--- src/rtl/pwm_timer_pkg.sv ---
// Shared state type and default sizing for the multi-channel PWM timer.
package pwm_timer_pkg;

    typedef enum logic [1:0] {
        IDLE = 2'd0,
        LOAD = 2'd1,
        RUN  = 2'd2
    } pwm_state_t;

    localparam int PWM_NUM_CH = 32'd4;
    localparam int PWM_CNT_W  = 32'd16;

endpackage

--- src/rtl/pwm_channel_cmp.sv ---
// One PWM channel: double-buffered duty, compare against the shared counter,
// enable/polarity shaping and the registered output.
module pwm_channel_cmp
    import pwm_timer_pkg::*;
#(
    parameter int CNT_W = PWM_CNT_W
) (
    input  logic             ref_clk,
    input  logic             rst,
    input  logic             duty_wr,
    input  logic [CNT_W-1:0] duty_data,
    input  logic             reload,
    input  logic             running,
    input  logic [CNT_W-1:0] cnt,
    input  logic             ch_en,
    input  logic             polarity,
    output logic             pwm_out
);

    logic [CNT_W-1:0] duty_shadow_r;
    logic [CNT_W-1:0] duty_act_r;
    logic             raw_s;
    logic             pwm_out_r;

    // Shadow register takes host writes at any time.
    always_ff @(posedge ref_clk or posedge rst) begin
        if (rst) begin
            duty_shadow_r <= {CNT_W{1'b0}};
        end else if (duty_wr) begin
            duty_shadow_r <= duty_data;
        end
    end

    // Active duty changes only on reload, so a period never sees a half-applied value.
    always_ff @(posedge ref_clk or posedge rst) begin
        if (rst) begin
            duty_act_r <= {CNT_W{1'b0}};
        end else if (reload) begin
            duty_act_r <= duty_shadow_r;
        end
    end

    // Active level while the counter is below the duty; duty above period saturates to 100%.
    always_comb begin
        raw_s = 1'b0;
        if (running && ch_en && (cnt < duty_act_r)) begin
            raw_s = 1'b1;
        end else begin
            raw_s = 1'b0;
        end
    end

    // Output register applies polarity so the pin is glitch-free.
    always_ff @(posedge ref_clk or posedge rst) begin
        if (rst) begin
            pwm_out_r <= 1'b0;
        end else begin
            pwm_out_r <= raw_s ^ polarity;
        end
    end

    assign pwm_out = pwm_out_r;

endmodule

--- src/rtl/pwm_timer_channels.sv ---
// Multi-channel PWM timer: turns the divider output into a count tick, runs the
// shared period counter and fans the compare out to NUM_CH channels.
module pwm_timer_channels
    import pwm_timer_pkg::*;
#(
    parameter int NUM_CH = PWM_NUM_CH,
    parameter int CNT_W  = PWM_CNT_W
) (
    input  logic              ref_clk,
    input  logic              rst,
    input  logic              clk_En,
    input  logic              Div_Clk,
    input  logic              timer_En,
    input  logic              period_wr,
    input  logic [CNT_W-1:0]  period_data,
    input  logic [NUM_CH-1:0] duty_wr,
    input  logic [CNT_W-1:0]  duty_data,
    input  logic [NUM_CH-1:0] ch_En,
    input  logic [NUM_CH-1:0] polarity,
    output logic [NUM_CH-1:0] pwm_out,
    output logic              period_done,
    output logic [CNT_W-1:0]  cnt_value
);

    pwm_state_t       state_r;
    pwm_state_t       state_nx_s;
    logic             div_q_r;
    logic             tick_s;
    logic             load_s;
    logic             running_s;
    logic             wrap_s;
    logic             reload_s;
    logic [CNT_W-1:0] cnt_r;
    logic [CNT_W-1:0] period_sh_r;
    logic [CNT_W-1:0] period_act_r;
    logic             period_done_r;

    // Delayed divider output for rising-edge detection.
    always_ff @(posedge ref_clk or posedge rst) begin
        if (rst) begin
            div_q_r <= 1'b0;
        end else begin
            div_q_r <= Div_Clk;
        end
    end

    // With the divider bypassed every ref_clk cycle counts.
    always_comb begin
        tick_s = 1'b0;
        if (clk_En) begin
            tick_s = Div_Clk & ~div_q_r;
        end else begin
            tick_s = 1'b1;
        end
    end

    // FSM state register.
    always_ff @(posedge ref_clk or posedge rst) begin
        if (rst) begin
            state_r <= IDLE;
        end else begin
            state_r <= state_nx_s;
        end
    end

    // Next-state logic; dropping timer_En always returns to IDLE.
    always_comb begin
        state_nx_s = state_r;
        load_s     = 1'b0;
        case (state_r)
            IDLE: begin
                if (timer_En) begin
                    state_nx_s = LOAD;
                end else begin
                    state_nx_s = IDLE;
                end
            end
            LOAD: begin
                if (timer_En) begin
                    state_nx_s = RUN;
                    load_s     = 1'b1;
                end else begin
                    state_nx_s = IDLE;
                end
            end
            RUN: begin
                if (timer_En) begin
                    state_nx_s = RUN;
                end else begin
                    state_nx_s = IDLE;
                end
            end
            default: begin
                state_nx_s = IDLE;
            end
        endcase
    end

    assign running_s = (state_r == RUN);
    assign wrap_s    = running_s & timer_En & tick_s & (cnt_r == period_act_r);
    assign reload_s  = load_s | wrap_s;

    // Shared period counter; holds between ticks and is cleared outside RUN.
    always_ff @(posedge ref_clk or posedge rst) begin
        if (rst) begin
            cnt_r <= {CNT_W{1'b0}};
        end else if (!(running_s && timer_En)) begin
            cnt_r <= {CNT_W{1'b0}};
        end else if (wrap_s) begin
            cnt_r <= {CNT_W{1'b0}};
        end else if (tick_s) begin
            cnt_r <= cnt_r + CNT_W'(1'b1);
        end
    end

    // Period shadow accepts writes at any time.
    always_ff @(posedge ref_clk or posedge rst) begin
        if (rst) begin
            period_sh_r <= {CNT_W{1'b0}};
        end else if (period_wr) begin
            period_sh_r <= period_data;
        end
    end

    // Active period reloads together with the duties.
    always_ff @(posedge ref_clk or posedge rst) begin
        if (rst) begin
            period_act_r <= {CNT_W{1'b0}};
        end else if (reload_s) begin
            period_act_r <= period_sh_r;
        end
    end

    // Wrap pulse lines up with the counter returning to zero.
    always_ff @(posedge ref_clk or posedge rst) begin
        if (rst) begin
            period_done_r <= 1'b0;
        end else begin
            period_done_r <= wrap_s;
        end
    end

    assign period_done = period_done_r;
    assign cnt_value   = cnt_r;

    for (genvar g = 0; g < NUM_CH; g++) begin : g_ch
        pwm_channel_cmp #(
            .CNT_W (CNT_W)
        ) u_cmp (
            .ref_clk   (ref_clk),
            .rst       (rst),
            .duty_wr   (duty_wr[g]),
            .duty_data (duty_data),
            .reload    (reload_s),
            .running   (running_s),
            .cnt       (cnt_r),
            .ch_en     (ch_En[g]),
            .polarity  (polarity[g]),
            .pwm_out   (pwm_out[g])
        );
    end

endmodule
--- config.mk ---
export PLATFORM = sky130hd
export DESIGN_NAME = pwm_timer_channels
export DESIGN_NICKNAME = d
export VERILOG_FILES = /design/src/rtl/pwm_timer_pkg.sv /design/src/rtl/pwm_channel_cmp.sv /design/src/rtl/pwm_timer_channels.sv
export SDC_FILE = /design/constraint.sdc
export NUM_CORES = 1
export LEC_CHECK = 0
export ABC_AREA = 1
export CORE_UTILIZATION = 46
export CTS_BUF_LIST = sky130_fd_sc_hd__clkbuf_16
export DETAILED_ROUTE_END_ITERATION = 10
export GPL_TIMING_DRIVEN = 0
export PLACE_DENSITY = 0.7
export SYNTH_ARGS = -nofsm -noshare
export SYNTH_HDL_FRONTEND = slang
export SYNTH_SLANG_ARGS = --single-unit
--- constraint.sdc ---
create_clock -name ref_clk -period 18.2 [get_ports ref_clk]
set_input_delay 3.64 -clock ref_clk [delete_from_list [all_inputs] [get_ports ref_clk]]
set_output_delay 3.64 -clock ref_clk [all_outputs]
set_load 0.01 [all_outputs]
==> impl_metrics.ini <==
[synth]
synth.cell_area_um2 = 9293
synth_nets = 1144
yosysUniqueCellTypes = 25
yosys_warnings = 0
syn_area_per_cell_um2 = 9.031
synth_seq_cells = 184
syn_inst = 1029
synth_seq_area_share_pct = 49.55
synthArstFlopShare_pct = 100.0
synth_edf_count = 0
synth-main-ff-cell = dfrtp_1

[floorplanning]
ios = 71
dieArea_um2 = 20770
rows = 51
die_x_um = 144.1
die_h_um = 144.1
start_util_pct = 47.28
core_area_um2 = 19650

[power_and_ir_drop]
p_leak_uw = 0.005545
ir_drop_v = 0.00009102
switching_power_uw = 422.3
power.share.switching_pct = 31.07
finalPower_uw = 1359
pwr-share-seq_pct = 43.1
power_density_nw_per_um2 = 123.5
intPower_uw = 936.9
pwr-share-clk_pct = 32.2
comb_power_share_pct = 24.7

[critical_path]
crit_path_end_kind = primary output
worstPathArrival_ps = 1800
cp_slowest_stage_delay_ps = 720
cpMaxStageDelayCell = dfrtp_1
startpoint_type = register
critPathTopFamily = flip-flops
reg2reg_depth = 12
r2r-end = g_ch[0].u_cmp.duty_act_r[4]
worstPathRequired_ps = 14560
r2r_slack_ps = 15810
r2r_start = cnt_value[6]
crit_chain = clkdlybuf4s50_1
crit_buf_inv = 1
crit_type = register to primary output
crit_fanout = 12

[routing]
vias = 7023
route.detailed.drc = 0
wl_um = 21690
wire_per_inst_um = 15.59
ant_nets = 0
viasPerCell = 5.049
drt-initial-drc-count = 360
dr.pass1.iters = 5

[global_route]
grt_antenna_before_repair = 0
track_usage_pct = 22.71
gr-total-overflow = 0
grt_pass1_vias = 7034
grt_max_degree = 112
grt_pass1_wl_um = 35450

[timing]
fmax_mhz = 184.0
setup_viol = 0
period_minus_slack_ps = 5436
final.setup.tns_ps = 0
worst_slack_ps = 12760
rsz0062_at_grt = no
maxSlewViolCount = 0
relSlewSlack_pct = 48.68
hold_viol_final = 0
fin_crit_sh_pct = 29.87
worst_slew_pin_slew_ps = 769.8
clock_skew_ps = 11.83

[final_layout]
antennaDiodeCount = 0
multi_input_area_um2 = 4051
final_cell_mix = 335 x nand2_1, 184 x dfrtp_1, 98 x inv_1
fillers = 1806
final_nets = 1229
final_common_cell = nand2_1
area_growth_pct = 18.41
drive_gt1_share_pct = 12.79
seqCellArea_um2 = 4604

[flow_run]
maxCapViolations = 0

[outcome]
status = finished, final reports clean

[clock_tree]
clockRootBuffer = clkbuf_16
cts_made_buffers = 17
clk_transition_reported_paths_ps = 70
htree_levels = 4
clk_latency_ps = 430
cts_tree = done
cts_buffer_depth = 2
cts_hold_buf = 0
post_cts_buffers = 0
postCtsResizedCells = 0
clock-sinks = 184

[placement]
dp_hpwl_um = 15390
pre_cts_ws_ps = 12490
gp_congestion = 0.8802
portBuffers = 65

[min_path]
hold-path-cell-count = 2
min_from = g_ch[1].u_cmp.duty_shadow_r[7]
hold_end = g_ch[1].u_cmp.duty_act_r[7]
hold_class = register to register
==> synth_stat cells, types with 2 or more instances <==
library cell | n | share of area, %
dfrtp_1 | 184 | 50
a21oi_1 | 21 | 1.1
nand3b_1 | 6 | 0.48
clkbuf_1 | 25 | 1.0
buf_1 | 2 | 0.081
o21ai_0 | 17 | 0.92
nand3_1 | 86 | 4.6
a211oi_1 | 4 | 0.32
buf_4 | 12 | 0.97
nor2_1 | 45 | 1.8
inv_2 | 13 | 0.53
nor3_1 | 5 | 0.27
ha_1 | 65 | 8.8
xnor2_1 | 2 | 0.19
buf_2 | 5 | 0.27
nand2_1 | 335 | 14
nand4_1 | 6 | 0.40
mux2_2 | 80 | 9.7
nor4_1 | 3 | 0.20
xor2_1 | 10 | 0.94
inv_1 | 99 | 4.0
==> sequential cells by signal (all words and copies together), names as in the netlist <==
register                  flops
g_ch.u_cmp.duty_act_r        64
g_ch.u_cmp.duty_shadow_r     64
cnt_value                    16
period_act_r                 16
period_sh_r                  16
g_ch.u_cmp.pwm_out            4
state_r                       2
div_q_r                       1
period_done                   1
==> area by class of cell <==
| cell class | count | area share [%] |
|---|---|---|
| buffer | 44 | 1.967 |
| clock buffer | 17 | 3.866 |
| clock inverter | 14 | 2.433 |
| inverter | 112 | 3.889 |
| multi-input combinational | 689 | 36.82 |
| sequential | 184 | 41.85 |
| tap | 265 | 3.013 |
| timing repair buffer | 66 | 6.163 |
==> kinds of logic (layout without fill, tap and decap cells) <==
| family | Yosys count | count (layout) | synth area share (%) |
|---|---|---|---|
| adder cells (fa/ha/maj) | 65 | 65 | 8.752 |
| AND/OR/NAND/NOR | 488 | 488 | 21.52 |
| buffers and inverters | 156 | 253 | 6.853 |
| multiplexers | 80 | 80 | 9.694 |
| AO/OA/AOI/OAI | 44 | 44 | 2.504 |
| XOR/XNOR | 12 | 12 | 1.131 |
| flip-flops | 184 | 184 | 49.55 |
==> power groups by stage <==
stage / combinational (uW) / clock [uW] / sequential (uW)
floorplan: 258 / 0 / 572
global placement: 319 / 0 / 588
detailed placement: 333 / 0 / 592
CTS: 340 / 444 / 586
global route: 395 / 460 / 598
finish: 336 / 438 / 586
==> metal layers <==
metal	routed length [um]	global-route usage, %	vias up
met4	346	6.814	0
li1	-	-	3459
met2	10490	38.55	142
met1	9959	29.30	3391
met3	891	4.437	31
met5	0	0	-
==> worst max-delay path by stage <==
stage / slack, ps / from / end / depth (start not counted)
floorplan: 9560 / rst / cnt_value[0] / 1
global placement: 7070 / rst / state_r[0] / 2
detailed placement: 12490 / Div_Clk / g_ch[3].u_cmp.duty_act_r[10] / 10
CTS: 12750 / cnt_value[11] / cnt_value[11] / 1
global route: 12700 / cnt_value[13] / cnt_value[13] / 1
finish: 12760 / cnt_value[11] / cnt_value[11] / 1
==> stage by stage <==
stage	instance area, um2	hold WS [ps]	std cells	util [%]
finish	11000	466.6	1391	55.98
global route	11000	487.3	1391	55.98
CTS	11000	467.9	1391	55.98
detailed placement	10310	451.8	1360	52.46
global placement	10270	445.4	1359	52.28
floorplan	9293	438.0	1029	-
Power figures use the tool's default switching activity.
